## config.mk

```make
export PLATFORM = sky130hd
export DESIGN_NAME = scarv_cop_mem_bridge_flat
export DESIGN_NICKNAME = d
export VERILOG_FILES = /design/src/rtl/scarv_cop_mem_bridge_if.sv /design/src/rtl/scarv_cop_mem_bridge.sv /design/src/flat_wrapper.sv
export SDC_FILE = /design/constraint.sdc
export NUM_CORES = 1
export LEC_CHECK = 0
export CORE_MARGIN = 2
export CORE_UTILIZATION = 43
export CTS_BUF_LIST = sky130_fd_sc_hd__clkbuf_8
export DETAILED_ROUTE_END_ITERATION = 10
export PLACE_DENSITY = 0.95
export SLEW_MARGIN = 10
export SYNTH_ARGS = -nofsm -noshare
export SYNTH_HDL_FRONTEND = slang
export SYNTH_SLANG_ARGS = --single-unit
export TNS_END_PERCENT = 50
```

## constraint.sdc

```tcl
create_clock -name g_clk -period 4.15 [get_ports g_clk]
set_input_delay 0.83 -clock g_clk [delete_from_list [all_inputs] [get_ports g_clk]]
set_output_delay 0.83 -clock g_clk [all_outputs]
set_load 0.05 [all_outputs]
```

## src/rtl/scarv_cop_mem_bridge_if.sv

```systemverilog
// Signal bundle between the COP load/store unit, the memory bridge and the split-transaction bus.
// The master view belongs to the bridge, and the slave view to the surrounding LSU and bus environment.
interface scarv_cop_mem_bridge_if;
    logic        cop_mem_cen;
    logic        cop_mem_wen;
    logic [31:0] cop_mem_addr;
    logic [31:0] cop_mem_wdata;
    logic [3:0]  cop_mem_ben;
    logic [31:0] cop_mem_rdata;
    logic        cop_mem_stall;
    logic        cop_mem_error;
    logic        bus_req;
    logic        bus_gnt;
    logic        bus_wen;
    logic [31:0] bus_addr;
    logic [31:0] bus_wdata;
    logic [3:0]  bus_ben;
    logic        bus_rvalid;
    logic [31:0] bus_rdata;
    logic        bus_err;

    modport master (
        input  cop_mem_cen, cop_mem_wen, cop_mem_addr, cop_mem_wdata, cop_mem_ben,
        input  bus_gnt, bus_rvalid, bus_rdata, bus_err,
        output cop_mem_rdata, cop_mem_stall, cop_mem_error,
        output bus_req, bus_wen, bus_addr, bus_wdata, bus_ben
    );

    modport slave (
        output cop_mem_cen, cop_mem_wen, cop_mem_addr, cop_mem_wdata, cop_mem_ben,
        output bus_gnt, bus_rvalid, bus_rdata, bus_err,
        input  cop_mem_rdata, cop_mem_stall, cop_mem_error,
        input  bus_req, bus_wen, bus_addr, bus_wdata, bus_ben
    );
endinterface

```

## src/rtl/scarv_cop_mem_bridge.sv

```systemverilog
// Bridges the COP stall-style memory port onto a req/gnt + rvalid bus with one transaction outstanding.
// It also checks each address against a window and puts a timeout on the bus response.
module scarv_cop_mem_bridge #(
    parameter logic [31:0] WIN_BASE = 32'h0000_0000,
    parameter logic [31:0] WIN_MASK = 32'h0000_0000,
    parameter int unsigned TIMEOUT  = 16
) (
    input logic                    g_clk,
    input logic                    g_resetn,
    scarv_cop_mem_bridge_if.master bif
);

    localparam int unsigned CNT_W = (TIMEOUT == 0) ? 1 : $clog2(TIMEOUT + 1);

    typedef enum logic [1:0] {S_IDLE, S_REQ, S_WAIT, S_RESP} state_t;

    state_t             state_q, state_d;
    logic               bus_req_q, bus_req_d;
    logic               bus_wen_q, bus_wen_d;
    logic [31:0]        bus_addr_q, bus_addr_d;
    logic [31:0]        bus_wdata_q, bus_wdata_d;
    logic [3:0]         bus_ben_q, bus_ben_d;
    logic [31:0]        rdata_q, rdata_d;
    logic               error_q, error_d;
    logic               stall_q, stall_d;
    logic [CNT_W-1:0]   cnt_q, cnt_d;
    logic               orphan_q, orphan_d;

    logic [CNT_W-1:0]   cnt_inc;
    logic               timeout_hit;
    logic               capture;
    logic               in_win;

    // State register and all registered outputs
    always_ff @(posedge g_clk) begin
        if (!g_resetn) begin
            state_q     <= S_IDLE;
            bus_req_q   <= 1'b0;
            bus_wen_q   <= 1'b0;
            bus_addr_q  <= 32'h0;
            bus_wdata_q <= 32'h0;
            bus_ben_q   <= 4'h0;
            rdata_q     <= 32'h0;
            error_q     <= 1'b0;
            stall_q     <= 1'b1;
            cnt_q       <= '0;
            orphan_q    <= 1'b0;
        end else begin
            state_q     <= state_d;
            bus_req_q   <= bus_req_d;
            bus_wen_q   <= bus_wen_d;
            bus_addr_q  <= bus_addr_d;
            bus_wdata_q <= bus_wdata_d;
            bus_ben_q   <= bus_ben_d;
            rdata_q     <= rdata_d;
            error_q     <= error_d;
            stall_q     <= stall_d;
            cnt_q       <= cnt_d;
            orphan_q    <= orphan_d;
        end
    end

    // Next-state and registered-output logic
    always_comb begin
        state_d     = state_q;
        bus_wen_d   = bus_wen_q;
        bus_addr_d  = bus_addr_q;
        bus_wdata_d = bus_wdata_q;
        bus_ben_d   = bus_ben_q;
        cnt_d       = cnt_q;
        orphan_d    = orphan_q;
        rdata_d     = 32'h0;
        error_d     = 1'b0;

        cnt_inc     = cnt_q + CNT_W'(1);
        timeout_hit = (TIMEOUT != 0) && (cnt_inc == CNT_W'(TIMEOUT));
        in_win      = (bif.cop_mem_addr & WIN_MASK) == WIN_BASE;
        capture     = bif.cop_mem_cen &&
                      (((state_q == S_IDLE) && !orphan_q) || (state_q == S_RESP));

        // A response to a timed-out transaction is dropped on arrival
        if (orphan_q && bif.bus_rvalid) begin
            orphan_d = 1'b0;
        end

        case (state_q)
            S_IDLE, S_RESP: begin
                if (capture) begin
                    bus_wen_d   = bif.cop_mem_wen;
                    bus_addr_d  = bif.cop_mem_addr;
                    bus_wdata_d = bif.cop_mem_wdata;
                    bus_ben_d   = bif.cop_mem_wen ? bif.cop_mem_ben : 4'hF;
                    cnt_d       = '0;
                    if (in_win) begin
                        state_d = S_REQ;
                    end else begin
                        state_d = S_RESP;
                        error_d = 1'b1;
                    end
                end else if (state_q == S_RESP) begin
                    state_d = S_IDLE;
                end
            end
            S_REQ: begin
                cnt_d = cnt_inc;
                if (bif.bus_gnt) begin
                    // Once granted a response is owed, so a timeout now must orphan it
                    if (timeout_hit) begin
                        state_d  = S_RESP;
                        error_d  = 1'b1;
                        orphan_d = 1'b1;
                    end else begin
                        state_d = S_WAIT;
                    end
                end else if (!bif.cop_mem_cen) begin
                    state_d = S_IDLE;
                end else if (timeout_hit) begin
                    state_d = S_RESP;
                    error_d = 1'b1;
                end
            end
            S_WAIT: begin
                cnt_d = cnt_inc;
                if (bif.bus_rvalid && !orphan_q) begin
                    state_d = S_RESP;
                    error_d = bif.bus_err;
                    rdata_d = bus_wen_q ? 32'h0 : bif.bus_rdata;
                end else if (timeout_hit) begin
                    state_d  = S_RESP;
                    error_d  = 1'b1;
                    orphan_d = 1'b1;
                end
            end
            default: state_d = S_IDLE;
        endcase

        bus_req_d = (state_d == S_REQ);
        stall_d   = (state_d != S_RESP);
    end

    assign bif.bus_req       = bus_req_q;
    assign bif.bus_wen       = bus_wen_q;
    assign bif.bus_addr      = bus_addr_q;
    assign bif.bus_wdata     = bus_wdata_q;
    assign bif.bus_ben       = bus_ben_q;
    assign bif.cop_mem_rdata = rdata_q;
    assign bif.cop_mem_error = error_q;
    assign bif.cop_mem_stall = stall_q;

endmodule

```

## src/flat_wrapper.sv

```systemverilog
// flat-port wrapper written by rule: the top's interface ports become plain ports
module scarv_cop_mem_bridge_flat 
#(
    parameter logic [31:0] WIN_BASE = 32'h0000_0000,
    parameter logic [31:0] WIN_MASK = 32'h0000_0000,
    parameter int unsigned TIMEOUT  = 16
)
  (g_clk, g_resetn, bif_cop_mem_cen, bif_cop_mem_wen, bif_cop_mem_addr, bif_cop_mem_wdata, bif_cop_mem_ben, bif_bus_gnt, bif_bus_rvalid, bif_bus_rdata, bif_bus_err, bif_cop_mem_rdata, bif_cop_mem_stall, bif_cop_mem_error, bif_bus_req, bif_bus_wen, bif_bus_addr, bif_bus_wdata, bif_bus_ben);
  scarv_cop_mem_bridge_if bif_i ();
  input logic g_clk;
  input logic g_resetn;
  input wire logic [$bits(bif_i.cop_mem_cen)-1:0] bif_cop_mem_cen;
  input wire logic [$bits(bif_i.cop_mem_wen)-1:0] bif_cop_mem_wen;
  input wire logic [$bits(bif_i.cop_mem_addr)-1:0] bif_cop_mem_addr;
  input wire logic [$bits(bif_i.cop_mem_wdata)-1:0] bif_cop_mem_wdata;
  input wire logic [$bits(bif_i.cop_mem_ben)-1:0] bif_cop_mem_ben;
  input wire logic [$bits(bif_i.bus_gnt)-1:0] bif_bus_gnt;
  input wire logic [$bits(bif_i.bus_rvalid)-1:0] bif_bus_rvalid;
  input wire logic [$bits(bif_i.bus_rdata)-1:0] bif_bus_rdata;
  input wire logic [$bits(bif_i.bus_err)-1:0] bif_bus_err;
  output wire logic [$bits(bif_i.cop_mem_rdata)-1:0] bif_cop_mem_rdata;
  output wire logic [$bits(bif_i.cop_mem_stall)-1:0] bif_cop_mem_stall;
  output wire logic [$bits(bif_i.cop_mem_error)-1:0] bif_cop_mem_error;
  output wire logic [$bits(bif_i.bus_req)-1:0] bif_bus_req;
  output wire logic [$bits(bif_i.bus_wen)-1:0] bif_bus_wen;
  output wire logic [$bits(bif_i.bus_addr)-1:0] bif_bus_addr;
  output wire logic [$bits(bif_i.bus_wdata)-1:0] bif_bus_wdata;
  output wire logic [$bits(bif_i.bus_ben)-1:0] bif_bus_ben;
  assign bif_i.cop_mem_cen = bif_cop_mem_cen;
  assign bif_i.cop_mem_wen = bif_cop_mem_wen;
  assign bif_i.cop_mem_addr = bif_cop_mem_addr;
  assign bif_i.cop_mem_wdata = bif_cop_mem_wdata;
  assign bif_i.cop_mem_ben = bif_cop_mem_ben;
  assign bif_i.bus_gnt = bif_bus_gnt;
  assign bif_i.bus_rvalid = bif_bus_rvalid;
  assign bif_i.bus_rdata = bif_bus_rdata;
  assign bif_i.bus_err = bif_bus_err;
  assign bif_cop_mem_rdata = bif_i.cop_mem_rdata;
  assign bif_cop_mem_stall = bif_i.cop_mem_stall;
  assign bif_cop_mem_error = bif_i.cop_mem_error;
  assign bif_bus_req = bif_i.bus_req;
  assign bif_bus_wen = bif_i.bus_wen;
  assign bif_bus_addr = bif_i.bus_addr;
  assign bif_bus_wdata = bif_i.bus_wdata;
  assign bif_bus_ben = bif_i.bus_ben;
  scarv_cop_mem_bridge #(.WIN_BASE(WIN_BASE), .WIN_MASK(WIN_MASK), .TIMEOUT(TIMEOUT)) u_core (.g_clk(g_clk), .g_resetn(g_resetn), .bif(bif_i));
endmodule
```

---- After elaboration in Yosys (flattened, before gate mapping) ----
Index checks and enable logic that the tools add are counted.
cells by class
  add/sub/neg operators ................... 1
  $mul .................................... 0
  divide/modulo/power cells ............... 0
  order comparisons ....................... 0
  equal/unequal tests ..................... 7
  shift-type cells ........................ 0
  multiplexer cells ....................... 21
  bitwise operators ....................... 3
  reductions and logical operators ........ 11
operators by type and width
  cell                 number
  $mux 2               6
  $pmux 5 s2           1
  $mux 1               9
  $pmux 2 s3           1
  $add 5x1->5 const B  1
  $eq 5x5->1 const B   1
  $mux 5               1
  $eq 2x1->1 const B   2
  $eq 2x2->1 const B   2
  $logic_and 1x1->1    4
  $mux 4               1
  $reduce_or 2->1      2
  $reduce_or 4->1      1
  $not 1->1            3
  $pmux 1 s3           1
  $logic_not 2->1      1
  $ne 2x1->1 const B   1
  $ne 2x2->1 const B   1
  $pmux 1 s2           1
  $reduce_and 2->1     1
  $logic_not 1->1      1
  $logic_or 1x1->1     1
storage, ports and cells
  bits in registers ....................... 112
  latch bits .............................. 0
  memory bits (writable) .................. 0
  bits in read-only memories .............. 0
  output and inout port bits .............. 104
  word-level logic and storage cells ...... 54
  memories kept ........................... 0

---- Depth between registers and ports, before layout ----
  depth after elaboration ................. 7
  depth in mapped cells ................... 10
  gate-level depth less buffers ........... 6

---- Worst setup path after synthesis ----
OpenSTA, ideal clock, no wires.
  path type ............................... input -> register
  from .................................... input port bif_bus_gnt
  to ...................................... register u_core.bus_req_q, in the netlist u_core.bif.bus_req
  arrival time ............................ 1.778 ns
  data required time ...................... 4.062 ns
  path slack .............................. 2.284 ns
  cell stages on the path ................. 4
  path buffers ............................ 0
  cells stage by stage .................... o21a_1 and3_1 a221o_1 nor4_2
on the way
  cells in the longest elaborated chain, start to end .. 3
RTL lines
  what                  line                         text
  start, declared       flat_wrapper.sv:17           input wire logic [$bits(bif_i.bus_gnt)-1:0] bif_bus_gnt;
  $mux 2                scarv_cop_mem_bridge.sv:106  if (bif.bus_gnt) begin
  $pmux 2 s3            scarv_cop_mem_bridge.sv:86   case (state_q)
  $eq 2x1->1            scarv_cop_mem_bridge.sv:137  bus_req_d = (state_d == S_REQ);
  end signal, assigned  scarv_cop_mem_bridge.sv:50   bus_req_q <= bus_req_d;
  end, declared         scarv_cop_mem_bridge.sv:18   logic bus_req_q, bus_req_d;
No other way between the ends.
A chain may end at the register's enable or synchronous reset.

---- Worst setup path in the final report ----
  from .................................... input port g_resetn
  to ...................................... register u_core.cnt_q[3]
RTL lines
  what                  line                        text
  start, declared       flat_wrapper.sv:11          input logic g_resetn;
  end signal, assigned  scarv_cop_mem_bridge.sv:58  cnt_q <= cnt_d;
  end, declared         scarv_cop_mem_bridge.sv:26  logic [CNT_W-1:0] cnt_q, cnt_d;
No word-level cell between the ends.

==> impl_metrics.csv <==
group,metric,value,unit
run_status,outcome,"complete, no violations",
job,cap_violations,0,
cells_and_area,final_cell_mix,"210 x clkdlybuf4s50_1, 139 x nand2_1, 112 x dfxtp_1, 73 x a21oi_1, 34 x and2_1",
worst_hold_path,hold_path.startpoint,"u_core.bif.bus_addr[15]",
timing,finalHoldViolations,0,
timing,rsz0062_at_grt,"false",
synthesis,netlist_area,0.00391,mm^2
power,power_density,559,mW/mm^2
floorplan,die-area,0.00988,mm^2
synthesis,yosys_warnings,0,
route,drc_errors,0,
cells_and_area,mostFrequentLayoutCell,"clkdlybuf4s50_1",
timing,fin_ws,1.66,ns
synthesis,ys.flop_type,"dfxtp_1",
route,drtPass1Iterations,4,
synthesis,synth.avg_cell_area,8.73,um^2
synthesis,synth_top_area_cell,"dfxtp_1",
placement,gp_congestion,0.942,
timing,fin_tns_setup,0,ns
placement,io_buffers,210,
timing,hold_ws,0.460,ns
grt,grt_remaining_overflow,0,
setup_path,regToRegStartpoint,"u_core.state_q[0]",
timing,min_period,2.49,ns
synthesis,synth_cell_types,33,
floorplan,num_rows,34,
grt,grt_pass1_vias,3850,
setup_path,cp.required,4.38,ns
clock_tree,cts-root-buf,"clkbuf_8",
synthesis,async_flop_share,0,%
grt,antenna_found_initial,0,
setup_path,critPathLaunch,"g_resetn",
route,ant_nets,0,
clock_tree,cts_resized,0,
route,via_per_inst,4.99,
clock_tree,cts.path.max_buffers,2,
synthesis,synth_cells,448,
route,detail_route.wl_per_cell,14.9,um
clock_tree,numCtsBuffers,9,
cells_and_area,drive_gt1_share,4.46,%
power,power,3.50,mW
timing,finClkSkew,0.0179,ns
placement,dp_hpwl,8580,um
setup_path,cp_max_fo,74,
timing,relSlewSlack,36.8,%
cells_and_area,fin_nets,757,
cells_and_area,synthToLayoutAreaGrowth,60.3,%
grt,grt_max_degree,75,
timing,min_period_over_period,59.9,%
clock_tree,cts_setup_buffers,0,
clock_tree,cts_tree,"done",
setup_path,start_kind,"input port",
synthesis,synth.area.top_cells,"dfxtp_1 57%, nand2_1 13%, a21oi_1 9.3%",
route,drtIter0Drc,103,
timing,setup_viol,0,
timing,max_freq,402,MHz
worst_hold_path,hp-class,"reg -> reg",
power,p_leak,2.33,nW
grt,grt_pass1_wl,18100,um
clock_tree,hold_buffers,0,
placement,pre_cts_slack,1.37,ns
floorplan,coreArea,0.00876,mm^2
clock_tree,cts.clk_slew.worst_paths,0.09,ns
setup_path,worstSetupPathType,"in -> reg",
timing,worst_pin_slew,0.948,ns
synthesis,synth_seq_cells,112,
power,max-vdd-ir-drop,0.275,mV
floorplan,dieWidth,99.4,um
timing,timing_max_transition_violations_final,0,
clock_tree,clkSinkCount,112,
setup_path,worstSetupEndpointType,"flop",
floorplan,ios,211,
grt,grt_usage,22.8,%
cells_and_area,insertedDiodeCount,0,
floorplan,die_y,99.4,um
synthesis,synth.yosys.seq_area_share,57.3,%
setup_path,worstPathArrival,2.72,ns
route,routed_wl,11300,um
clock_tree,cts.htree.levels,3,
synthesis,synth.top_cell.area_share,57.3,%
floorplan,start_util,44.6,%
synthesis,synth_edf_count,0,
route,vias,3785,
synthesis,syn-num-nets,560,
clock_tree,clk_latency,0.36,ns
-- through the flow --
step                cell area (um^2)  utilization, %  cells
floorplan                       3910               -    448
global placement                6060            69.2    742
detailed placement              6060            69.2    742
CTS                             6270            71.5    758
global route                    6270            71.6    758
finish                          6270            71.6    758
-- synth_stat cells, types with 2 or more instances --
library cell	n
nand2_1	139
dfxtp_1	112
a21oi_1	73
and2_1	34
clkbuf_1	17
buf_2	8
nor2_1	7
nor3_1	6
ha_1	5
o21ai_0	5
nor2b_1	4
nor3b_1	4
o21a_1	4
buf_4	3
inv_1	3
a311oi_1	2
a31oi_1	2
nand2b_1	2
nand3b_1	2
nand4_1	2
nand4b_1	2
-- registers in the layout (all words and copies together), names as in the netlist, 2 cells and up --
signal,count
u_core.bif.bus_addr,32
u_core.bif.cop_mem_rdata,32
u_core.bif.bus_wdata,32
u_core.bif.bus_ben,4
u_core.state_q,2
u_core.cnt_q,5
-- worst max-delay path, cell delays in order --
cell,delay [ns]
clkdlybuf4s50_1,0.62
clkinv_2,0.77
a311oi_1,0.49
-- worst paths after layout --
| kind | end | slack, ns | cells after the start |
|---|---|---|---|
| worst min register to register | u_core.bif.bus_addr[15] | 0.46 | 2 |
| worst max-delay path | u_core.cnt_q[3] | 1.66 | 3 |
| worst max register to register | u_core.bif.bus_wdata[19] | 1.69 | 7 |
| worst min-delay path | u_core.bif.bus_addr[15] | 0.46 | 2 |
-- logic make-up after synthesis --
| group | Yosys count | share of synthesized area (%) |
|---|---|---|
| buf+inv | 32 | 3.81 |
| simple gates | 208 | 24.4 |
| fa+ha+maj | 5 | 1.60 |
| mux | 1 | 0.256 |
| flops | 112 | 57.3 |
| compound gates | 90 | 12.6 |
-- metal layers --
metal | routed length, um | global-route usage (%) | up-vias
met5 | 0 | 0 | -
met4 | 190 | 7.59 | 0
met3 | 1170 | 8.29 | 22
met2 | 5690 | 40.7 | 176
met1 | 4240 | 24.9 | 1739
li1 | - | - | 1848
-- power breakdown --
| part | internal, mW | switching [mW] |
|---|---|---|
| clock network | 0.300 | 0.357 |
| registers | 1.24 | 0.0929 |
| logic | 0.511 | 1.01 |
-- cell type report --
class / count / area (um^2)
Clock buffer: 10 / 138
Clock inverter: 6 / 68.8
Fill cell: 632 / 2490
Inverter: 3 / 12.5
Multi-Input combinational cell: 304 / 1540
Sequential cell: 112 / 2240
Tap cell: 108 / 135
Timing Repair Buffer: 215 / 2140
Power figures use the tool's default switching activity.
==> edit 1, RTL diff (same settings) <==
Encoding of `state_t`: now Gray code (2 bits for 4 states).
--- a/src/rtl/scarv_cop_mem_bridge.sv
+++ b/src/rtl/scarv_cop_mem_bridge.sv
@@ -12,7 +12,7 @@
 
     localparam int unsigned CNT_W = (TIMEOUT == 0) ? 1 : $clog2(TIMEOUT + 1);
 
-    typedef enum logic [1:0] {S_IDLE, S_REQ, S_WAIT, S_RESP} state_t;
+    typedef enum logic [1:0] {S_IDLE = 2'b00, S_REQ = 2'b01, S_WAIT = 2'b11, S_RESP = 2'b10} state_t;
 
     state_t             state_q, state_d;
     logic               bus_req_q, bus_req_d;
Check against the original RTL: no difference found for any inputs over 10 cycles, from zero or initial values and one cycle with g_resetn low; not proved beyond that.
==> edit 1 against the unedited design <==
  * Sequential cell count stayed put
  * Synthesized cell count is 5.4% lower
  * Cell area is 0.24% lower
  * Global-route usage is 1.1 points lower
  * Highest routed layer unchanged
  * Worst setup slack better by 0.028 ns
  * Critical endpoint is now u_core.bif.bus_addr[19]
  * Area after synthesis is 0.96% higher
  * Routed wire length is 2.8% lower
  * Sequential share of layout area is 0.086 points higher
  * Maximum frequency is 1.1% higher
Power is not compared: it rests on default switching activity, and its combinational part moved more than twofold at a synthesized area within 25%.
==> edit 1: results <==
group,metric,value,unit
yosys,yosysSeqAreaShare,56.76,%
worst_setup_path,cpMaxStageDelayCell,"and3b_2",
cts,post_cts_resized,0,
timing,worst_pin_slew,0.8318,ns
placed_design,gp_congestion,0.8280,
cts,hold_buffers,0,
worst_setup_path,worstRegToRegCells,5,
final_layout,final_util,71.04,%
cts,cts_buffer_depth,2,
power,peakVddDrop,0.2481,mV
placed_design,dpl_worst_slack,1.295,ns
cts,clk_pin_slew,0.09,ns
outcome,outcome,"finished, final reports clean",
global_routing,grt_usage,21.65,%
yosys,syn_nets,532,
final_layout,final_cells,733,
placed_design,placed_cells,718,
worst_hold_path,hold_start,"u_core.bif.bus_wdata[27]",
final_layout,multi_input_area_share,25.02,%
detailed_routing,wl,10970,µm
cts,cts_root_buf,"clkbuf_8",
worst_hold_path,min_path_type,"flip-flop to flip-flop",
timing,skew,0.008605,ns
power,comb_cell_power,461,µW
worst_setup_path,startpoint,"bif_cop_mem_cen",
placed_design,dpl.hpwl,8206,µm
cts,insertion_delay,0.36,ns
yosys,netlist_top_cells_area,"dfxtp_1 (57%), nand2_1 (13%), a21boi_1 (13%), and2_1 (5.2%), nand3b_1 (1.3%)",
final_layout,multi_input_cells,282,
final_layout,inv_count,2,
worst_setup_path,r2r_start,"u_core.state_q[1]",
final_layout,num-nonclk-buffers,214,
final_layout,seq_share,35.84,%
placed_design,post_dp_cell_area,0.006077,mm²
cts,cts_buffers,9,
detailed_routing,avgViaCountPerCell,4.844,
floorplan,fp.coreArea,0.008806,mm²
global_routing,grt_start_max_net_pins,81,
yosys,yosysWarnings,0,
worst_setup_path,cp_max_fo,40,
detailed_routing,first_iter_violations,61,
final_layout,clk_share,2.860,%
final_layout,nFillCells,631,
worst_setup_path,critical_path_arrival,2.75,ns
final_layout,seq_cell_count,112,
yosys,synth_commonest_cells,"nand2_1 (137), dfxtp_1 (112), a21boi_1 (66), and2_1 (33), clkbuf_1 (13)",
final_layout,bufAreaShareNonClock,34.00,%
final_layout,drive_gt1_share,3.680,%
cts,cts_setup_buffers,0,
global_routing,grt_pass1_vias,3557,
worst_setup_path,cpPeakStageDelay,0.62,ns
yosys,netlist_instances,424,
yosys,async_flop_share,0,%
yosys,synth_cell_type_count,32,
global_routing,grt_pass1_wl,17130,µm
[edit 1: cells by family after synthesis]
family | Yosys count | synth area share, %
compound gates | 90 | 17.20
fa+ha+maj | 1 | 0.3167
buf+inv | 30 | 3.643
flops | 112 | 56.76
mux | 1 | 0.2534
simple gates | 190 | 21.82
[edit 1: final timing paths]
| kind | end | slack (ns) |
|---|---|---|
| worst min-delay path | u_core.bif.bus_wdata[27] | 0.46 |
| worst min register to register | u_core.bif.bus_wdata[27] | 0.46 |
| worst max register to register | u_core.bif.bus_addr[19] | 2.13 |
| worst max-delay path | u_core.bif.bus_addr[19] | 1.69 |
[edit 1: routing by layer]
| layer | up-vias | wire length, µm | share of wire [%] | track usage [%] |
|---|---|---|---|---|
| met4 | 0 | 114 | 1.0 | 6.006 |
| met3 | 12 | 1001 | 9.1 | 7.312 |
| met5 | - | 0 | 0 | 0 |
| met1 | 1622 | 4003 | 36 | 22.01 |
| li1 | 1770 | - | - | - |
| met2 | 147 | 5851 | 53 | 41.84 |
==> edit 2, RTL diff (same settings) <==
Made on the original files. `TIMEOUT` is set to 16 in 2 places; all go to 32.
--- a/src/rtl/scarv_cop_mem_bridge.sv
+++ b/src/rtl/scarv_cop_mem_bridge.sv
@@ -3,7 +3,7 @@
 module scarv_cop_mem_bridge #(
     parameter logic [31:0] WIN_BASE = 32'h0000_0000,
     parameter logic [31:0] WIN_MASK = 32'h0000_0000,
-    parameter int unsigned TIMEOUT  = 16
+    parameter int unsigned TIMEOUT  = 32
 ) (
     input logic                    g_clk,
     input logic                    g_resetn,
--- a/src/flat_wrapper.sv
+++ b/src/flat_wrapper.sv
@@ -3,7 +3,7 @@
 #(
     parameter logic [31:0] WIN_BASE = 32'h0000_0000,
     parameter logic [31:0] WIN_MASK = 32'h0000_0000,
-    parameter int unsigned TIMEOUT  = 16
+    parameter int unsigned TIMEOUT  = 32
 )
   (g_clk, g_resetn, bif_cop_mem_cen, bif_cop_mem_wen, bif_cop_mem_addr, bif_cop_mem_wdata, bif_cop_mem_ben, bif_bus_gnt, bif_bus_rvalid, bif_bus_rdata, bif_bus_err, bif_cop_mem_rdata, bif_cop_mem_stall, bif_cop_mem_error, bif_bus_req, bif_bus_wen, bif_bus_addr, bif_bus_wdata, bif_bus_ben);
   scarv_cop_mem_bridge_if bif_i ();
Function: same outputs for any inputs over 10 cycles, from zero or initial values and one cycle with g_resetn low; that may be too few to reach the edited logic, so the function may still have changed.
==> edit 2 against the unedited design <==
  * Clock power is 72% higher
  * Routed wire length grew 2.7%
  * First-iteration DRC count grew 0.97%
  * Global-route usage increased by 0.23 points
  * Area after synthesis grew 1.3%
  * Sequential cell count increased by 1
  * Worst setup slack got worse by 0.13 ns
  * Combinational power decreased by 11%
  * Cell area is 5.1% higher
  * Utilization increased by 0.82 points
  * Total power rose by 8.4%
  * Register-to-register slack worse by 0.15 ns
==> edit 2: results <==
group,metric,value,unit
global_routing,grt_start_max_net_pins,65,
yosys,synth_cell_type_count,37,
power,peakVddDrop,0.2724,mV
final_layout,nets,772,
final_layout,multiInputGateArea,0.001587,mm²
timing,worst_pin_slew,1.065,ns
placed_design,gp_congestion,0.9028,
global_routing,grt_pass1_vias,3983,
placed_design,post_dp_cell_area,0.006150,mm²
yosys,yosysTopAreaCell,"dfxtp_1",
worst_setup_path,startpoint,"u_core.state_q[0]",
yosys,yosysWarnings,0,
timing,skew,0.01179,ns
placed_design,portBuffers,210,
outcome,outcome,"finished, final reports clean",
worst_hold_path,whs_path_depth,2,
detailed_routing,first_iter_violations,104,
detailed_routing,route.vias.total,3896,
yosys,yosysSeqAreaShare,57.05,%
detailed_routing,routedWlPerCell,14.79,µm
yosys,syn_nets,563,
global_routing,grt_usage,22.99,%
power,p_switching,1446,µW
yosys,async_flop_share,0,%
worst_setup_path,cp_max_fo,35,
final_layout,nFillCells,660,
cts,clk_pin_slew,0.07,ns
worst_setup_path,critical_path_arrival,2.93,ns
global_routing,grt_pass1_wl,18240,µm
worst_hold_path,hold_start,"u_core.bif.bus_wdata[0]",
worst_hold_path,min_path_type,"flip-flop to flip-flop",
final_layout,drive_gt1_share,6.984,%
detailed_routing,first_pass_iters,4,
yosys,synthMuxAreaShare,0,%
cts,htree_num_levels,4,
yosys,synth_commonest_cells,"nand2_1 (139), dfxtp_1 (113), a21oi_1 (65), and2_1 (37), clkbuf_1 (18)",
yosys,synthAdderAreaFrac,1.578,%
global_routing,grt_antenna_before_repair,0,
cts,cts_buffers,17,
cts,insertion_delay,0.41,ns
yosys,synth_compound_area_share,13.13,%
yosys,netlist_top_cells_area,"dfxtp_1 (57%), nand2_1 (13%), a21oi_1 (8.2%), and2_1 (5.8%), clkbuf_1 (1.7%)",
placed_design,dpl.hpwl,8432,µm
power,p_leak,0.002489,µW
==> edit 2: cell count changes in the layout (fill, tap and decap cells not counted), moves of 3 or more <==
cell and change:
a21boi_0 +6, a21oi_1 -8, and2_1 +3, bufinv_16 +3, clkbuf_8 +7, clkinv_4 +3
inv_1 +3, nor3_1 -3, nor3b_1 -3, o211a_1 +3, o21a_1 -3, o21ai_0 +3
==> edit 2: layout make-up <==
cell class / instances / area share, %
clock buffer: 17 / 3.549
clock inverter: 15 / 3.169
inverter: 6 / 0.3416
multi-input combinational: 307 / 24.07
sequential: 113 / 34.31
tap: 111 / 2.107
timing repair buffer: 215 / 32.45
==> edit 2: through the flow <==
step | worst slack, ns | util (%) | instances
after floorplan | 2.409 | - | 451
after global placement | 1.312 | 67.51 | 752
after detailed placement | 1.238 | 67.51 | 752
after CTS | 1.547 | 72.38 | 784
after global routing | 1.215 | 72.38 | 784
final | 1.535 | 72.38 | 784
==> edit 2: layer usage <==
| layer | track usage [%] | routed length [µm] | vias up |
|---|---|---|---|
| met1 | 23.80 | 4244 | 1789 |
| met2 | 41.11 | 5942 | 187 |
| met4 | 10.43 | 279 | 0 |
| met3 | 8.844 | 1128 | 23 |
| li1 | - | - | 1897 |
| met5 | 0 | 0 | - |
==> edit 2: critical path: stages (launching register included) <==
cell	delay (ns)
dfxtp_1	0.40
inv_1	0.09
ha_1	0.57
inv_1	0.25
nand2b_2	0.52
buf_4	0.43
nand2_1	0.09
a21oi_1	0.16
==> edit 2: path summary, 6_finish.rpt <==
path,to,slack (ns)
worst min-delay path,u_core.bif.bus_wdata[0],0.46
worst max register to register,u_core.bif.bus_addr[13],1.54
worst max-delay path,u_core.bif.bus_addr[13],1.54
worst min register to register,u_core.bif.bus_wdata[0],0.46
==> edit 2: logic make-up (layout without fill, tap and decap cells) <==
family	count (synthesis)	after routing
simple gates	210	210
flops	113	113
compound gates	92	92
buf+inv	31	253
fa+ha+maj	5	5
==> edit 2: power groups by stage <==
stage	sequential [µW]	clock, µW	combinational (µW)
2_1_floorplan	1800	0	406
3_3_place_gp	1330	0	1320
3_5_place_dp	1340	0	1350
4_1_cts	1320	1150	1360
5_1_grt	1330	1200	1450
6_report	1320	1130	1350
